--- config.mk ---
export PLATFORM = sky130hd
export DESIGN_NAME = keypad_matrix_emulator
export DESIGN_NICKNAME = d
export VERILOG_FILES = /design/src/rtl/keypad_matrix_emulator.sv
export SDC_FILE = /design/constraint.sdc
export NUM_CORES = 1
export LEC_CHECK = 0
export CORE_ASPECT_RATIO = 1.4
export CORE_UTILIZATION = 29
export DETAILED_ROUTE_END_ITERATION = 6
export GPL_TIMING_DRIVEN = 0
export MAX_ROUTING_LAYER = met4
export PLACE_DENSITY_LB_ADDON = 0.15
export SYNTH_ARGS = -nofsm -noshare
export SYNTH_HDL_FRONTEND = slang
export SYNTH_SLANG_ARGS = --single-unit
--- constraint.sdc ---
create_clock -name clk -period 5.8 [get_ports clk]
set_input_delay 1.16 -clock clk [delete_from_list [all_inputs] [get_ports clk]]
set_output_delay 1.16 -clock clk [all_outputs]
set_load 0.005 [all_outputs]
--- src/rtl/keypad_matrix_emulator.sv ---
// rtl/keypad_matrix_emulator.sv - emulates one key of a 3x3 matrix keypad pressed and released on command
// Optional contact bounce phases driven by an LFSR are built only when KEYPAD_EMU_BOUNCE_EN is defined.
module keypad_matrix_emulator #(
  parameter int         BOUNCE_CYCLES = 16,
  parameter logic [7:0] LFSR_SEED     = 8'hA5
) (
  input  logic        clk,
  input  logic        reset,
  input  logic        cmd_valid,
  output logic        cmd_ready,
  input  logic [3:0]  cmd_key,
  input  logic [15:0] cmd_hold,
  input  logic        abort,
  input  logic [2:0]  column,
  output logic [2:0]  row,
  output logic        contact,
  output logic        done,
  output logic        err
);

  typedef enum logic [2:0] {IDLE, BOUNCE_IN, HOLD, BOUNCE_OUT, DONE} state_t;

  if (BOUNCE_CYCLES < 1 || BOUNCE_CYCLES > 255 || LFSR_SEED == 8'h00) begin : g_param_check
    $error("keypad_matrix_emulator: BOUNCE_CYCLES must be 1..255 and LFSR_SEED nonzero");
  end

  state_t      state, state_nxt;
  logic [3:0]  key_q;
  logic [15:0] hold_q;
  logic [15:0] cnt, cnt_nxt;
  logic        err_q, err_nxt;
  logic        contact_nxt;
  logic [1:0]  key_col, key_row;
  logic [15:0] hold_last;
  logic        col_sel;

  assign key_col   = key_q[3:2];
  assign key_row   = key_q[1:0];
  assign hold_last = (hold_q == 16'd0) ? 16'd0 : hold_q - 16'd1;

`ifdef KEYPAD_EMU_BOUNCE_EN
  localparam logic [15:0] BOUNCE_LAST = 16'(BOUNCE_CYCLES - 1);

  logic [7:0] lfsr, lfsr_step;
  assign lfsr_step = {lfsr[6:0], lfsr[7] ^ lfsr[5] ^ lfsr[4] ^ lfsr[3]};

  // The LFSR steps on every edge that lands in a bounce state, so the
  // registered contact always equals the current lfsr[0] while bouncing.
  always_ff @(posedge clk or negedge reset) begin
    if (!reset) lfsr <= LFSR_SEED;
    else if (state_nxt == BOUNCE_IN || state_nxt == BOUNCE_OUT) lfsr <= lfsr_step;
  end
`endif

  always_comb begin
    state_nxt   = state;
    cnt_nxt     = cnt;
    err_nxt     = err_q;
    contact_nxt = 1'b0;
    cmd_ready   = 1'b0;
    case (state)
      IDLE: begin
        cmd_ready = 1'b1;
        if (cmd_valid) begin
          cnt_nxt = 16'd0;
          if (cmd_key[3:2] == 2'd3 || cmd_key[1:0] == 2'd3) begin
            err_nxt   = 1'b1;
            state_nxt = DONE;
          end else begin
            err_nxt = 1'b0;
`ifdef KEYPAD_EMU_BOUNCE_EN
            state_nxt = BOUNCE_IN;
`else
            state_nxt = HOLD;
`endif
          end
        end
      end
`ifdef KEYPAD_EMU_BOUNCE_EN
      BOUNCE_IN: begin
        if (abort) state_nxt = DONE;
        else if (cnt == BOUNCE_LAST) begin
          state_nxt = HOLD;
          cnt_nxt   = 16'd0;
        end else cnt_nxt = cnt + 16'd1;
      end
      BOUNCE_OUT: begin
        if (abort) state_nxt = DONE;
        else if (cnt == BOUNCE_LAST) state_nxt = DONE;
        else cnt_nxt = cnt + 16'd1;
      end
`endif
      HOLD: begin
        if (abort) state_nxt = DONE;
        else if (cnt == hold_last) begin
          cnt_nxt = 16'd0;
`ifdef KEYPAD_EMU_BOUNCE_EN
          state_nxt = BOUNCE_OUT;
`else
          state_nxt = DONE;
`endif
        end else cnt_nxt = cnt + 16'd1;
      end
      DONE: begin
        state_nxt = IDLE;
        cnt_nxt   = 16'd0;
      end
      default: state_nxt = IDLE;
    endcase

    if (state_nxt == HOLD) contact_nxt = 1'b1;
`ifdef KEYPAD_EMU_BOUNCE_EN
    if (state_nxt == BOUNCE_IN || state_nxt == BOUNCE_OUT) contact_nxt = lfsr_step[0];
`endif
  end

  always_ff @(posedge clk or negedge reset) begin
    if (!reset) begin
      state   <= IDLE;
      cnt     <= 16'd0;
      err_q   <= 1'b0;
      contact <= 1'b0;
      key_q   <= 4'd0;
      hold_q  <= 16'd0;
    end else begin
      state   <= state_nxt;
      cnt     <= cnt_nxt;
      err_q   <= err_nxt;
      contact <= contact_nxt;
      if (cmd_valid && cmd_ready) begin
        key_q  <= cmd_key;
        hold_q <= cmd_hold;
      end
    end
  end

  assign done = (state == DONE);
  assign err  = done & err_q;

  // Only the pressed key's column is looked at, so no ghost rows appear.
  always_comb begin
    row = 3'b111;
    case (key_col)
      2'd0:    col_sel = column[0];
      2'd1:    col_sel = column[1];
      2'd2:    col_sel = column[2];
      default: col_sel = 1'b1;
    endcase
    if (contact && !col_sel) begin
      case (key_row)
        2'd0:    row[0] = 1'b0;
        2'd1:    row[1] = 1'b0;
        2'd2:    row[2] = 1'b0;
        default: row    = 3'b111;
      endcase
    end
  end

endmodule

==> metrics.md <==
| Metric | Value |
|---|---|
| Status | finished, violations left |
| Failing checks | DRC |
| Clock Tree Buf Depth | 2 |
| CP max-delay cell | or3b_2 |
| Drt drc | 2 |
| Period utilisation layout | 0.707 |
| Drt first pass iters | 6 |
| RSZ-0062 raised after global routing | no |
| Cell accounting for the most synthesized area | dfrtp_1 |
| # Post-CTS Setup Buffers | 0 |
| Unique masters post-synth | 58 |
| Antenna fix cells | 0 |
| Die width | 84.4 um |
| Layout Skew | 0.00459 ns |
| Clock Pin Slew Worst Setup and Hold Paths | 0.06 ns |
| Initial core utilization | 0.302 |
| WL per Instance | 16.2 um |
| Core Region | 0.00913 mm^2 |
| Die Span Y | 117 um |
| Share of the synthesized area in the top cell type | 0.372 |
| Port Buffers | 33 |
| Critical path data required time | 4.64 ns |
| Hold/Removal Path Class | flip-flop to flip-flop |
| Sequential Area | 0.00103 mm^2 |
| Critical path class | input pin to output pin |
| Max-cap violation count | 0 |
| Top-count cell post-synth | dfrtp_1 |
| Hold_buf cts | 0 |
| Top delay family on crit path | buffers and inverters |
| Hold Startpoint | err_q |
| Htree depth | 2 |
| Initial antenna violation count | 0 |
| GR Util All Layers | 0.161 |
| Reg-to-reg critical path startpoint | hold_q[0] |
| First-pass GRT wire length | 12000 um |
| Via/cell ratio | 5.21 |
| Slew Viols, Final | 0 |
| HPWL after DPL | 5620 um |
| Initial drt markers | 145 |
| Crit path buffers/inverters | 2 |
| Final net count | 371 |
| Most frequent cells after synthesis | dfrtp_1 (41), nand2_1 (27), a21oi_1 (19), xnor2_1 (18), mux2_2 (17) |
| Worst slew margin | 0.573 |
| Most common cell on crit path | clkdlybuf4s50_1 |
| Vias | 2345 |
| Seq/Total Area, Yosys | 0.372 |
| Root Driver | clkbuf_16 |
| Syn_area_per_cell | 9.15 um^2 |
| IO Pins | 34 |
| GPL Wtd Cong | 0.821 |
| Synthesized net count | 330 |
| Fin crit period | 4.10 ns |
| Fill count | 966 |
| CTS tree | built |
| Post-route ant nets | 0 |
| Synth warnings | 0 |
| Leakage dissipation | 1.29 nW |
| VDD IR max | 0.147 mV |
| Vias in the first global route | 2351 |
| Final setup violation count | 0 |
| CP Launch Type | input pin |
| Setup Total Neg Slack | 0 ns |
| Cts bufs inserted | 5 |
| Worst skew pair latency | 0.29 ns |
| Area of the multi-input gates | 0.00160 mm^2 |
| Max Freq | 0.244 GHz |
| Layout area overhead | 22.4% |
| Share of cells above drive strength 1 | 0.122 |
| Largest net degree at the start of global routing | 29 |
| Critical path launch point | column[0] |
| Cts repair resizes | 0 |
| Critical Path AT | 2.94 ns |
| Post-Route WL | 7300 um |
| Tightest Pin Transition | 0.635 ns |
| Post-synthesis cell count | 301 |
| # rows | 41 |
| DIE AREA | 0.00990 mm^2 |
| EDFF count, synth | 0 |
| Synth top area cells | dfrtp_1 (37%), mux2_2 (6.9%), xnor2_1 (5.7%), xor2_1 (4.1%), nand2_1 (3.7%) |
| Remaining Overflow, GRT | 0 |
| Fraction of registers with async set/reset | 1.00 |
| Top FF cell, synth | dfrtp_1 |
| Critical Path Max Stage Delay | 0.46 ns |
| Fin. Hold Viols | 0 |
| Worst-path fanout max | 3 |
| Final core area utilization | 0.369 |
| Cell Pwr Density | 283 mW/mm^2 |
| Clock sinks | 41 |
| Yosys reg bits | 41 |
| Mapped Area | 0.00276 mm^2 |
| Worst Setup End Kind | output pin |
| Critical path, cell by cell | clkdlybuf4s50_1 -> nor2b_1 -> a211oi_1 -> o21ai_0 -> or3b_2 -> clkdlybuf4s50_1 |
[cell type report]
class	instances	area share
Tap cell	107	0.0397
Buffer	15	0.0223
Sequential cell	41	0.304
Multi-Input combinational cell	230	0.474
Clock buffer	6	0.0382
Inverter	15	0.0167
Timing Repair Buffer	34	0.102
Clock inverter	2	0.00297
[placed cells by master (no fill, tap or decap), drive strengths merged, types with 10 or more instances in the layout]
cell           netlist  routed
nand4               10      10
o21ai               12      12
a21oi               19      19
inv                 15      15
mux2                17      17
nor2                14      14
nand3               12      12
clkdlybuf4s50        0      32
xor2                13      13
nor3                14      14
clkbuf              12      18
dfrtp               41      41
xnor2               18      18
nand2               27      27
[state kept, by name, summed over array words and instances, names as in the netlist]
name and flops:
cnt 16, contact 1, state 3, hold_q 16
key_q 4, err_q 1
[stage by stage]
| step | instances | hold WS [ns] | setup slack (ns) | instance area, um^2 | total power [W] |
|---|---|---|---|---|---|
| after floorplan | 301 | 0.456 | 2.60 | 2760 | 0.000590 |
| after global placement | 441 | 0.481 | 1.70 | 3220 | 0.000680 |
| after detailed placement | 442 | 0.493 | 1.71 | 3230 | 0.000687 |
| after CTS | 450 | 0.507 | 1.70 | 3370 | 0.000965 |
| after global routing | 450 | 0.522 | 1.58 | 3370 | 0.00101 |
| final | 450 | 0.506 | 1.70 | 3370 | 0.000955 |
[worst paths after layout]
kind | endpoint | slack, ns | cells after the start
setup / recovery | row[2] | 1.70 | 6
min in group asynchronous | hold_q[15] | 0.78 | 1
setup reg to reg | cnt[11] | 2.60 | 10
max in group asynchronous | cnt[6] | 4.55 | 2
hold reg to reg | err_q | 0.51 | 1
hold / removal | err_q | 0.51 | 1
[power by group]
group,internal [W],leakage [nW],switching (W)
Clock,0.000158,0.0706,0.000115
Sequential,0.000329,0.523,0.0000471
Combinational,0.000141,0.700,0.000165
Total,0.000627,1.29,0.000328
[kinds of logic after synthesis]
kind of cell,Yosys count,share of synthesized area
AOI/OAI and AO/OA,58,0.144
xor gates and xnor gates,31,0.0985
adders and majority gates,2,0.00908
buffers and inverters,30,0.0477
DFF,41,0.372
muxes,20,0.0804
other,1,0.00136
and+or+nand+nor,118,0.246
[metal layers]
layer	track usage	routed length (um)	vias to the layer above	share of wire
li1	-	-	1169	-
met3	0.0246	194	9	0.027
met4	0.0625	176	0	0.024
met1	0.183	3140	1129	0.43
met2	0.281	3790	38	0.52
met5	-	0	-	0
(Power assumes the default switching activity.)
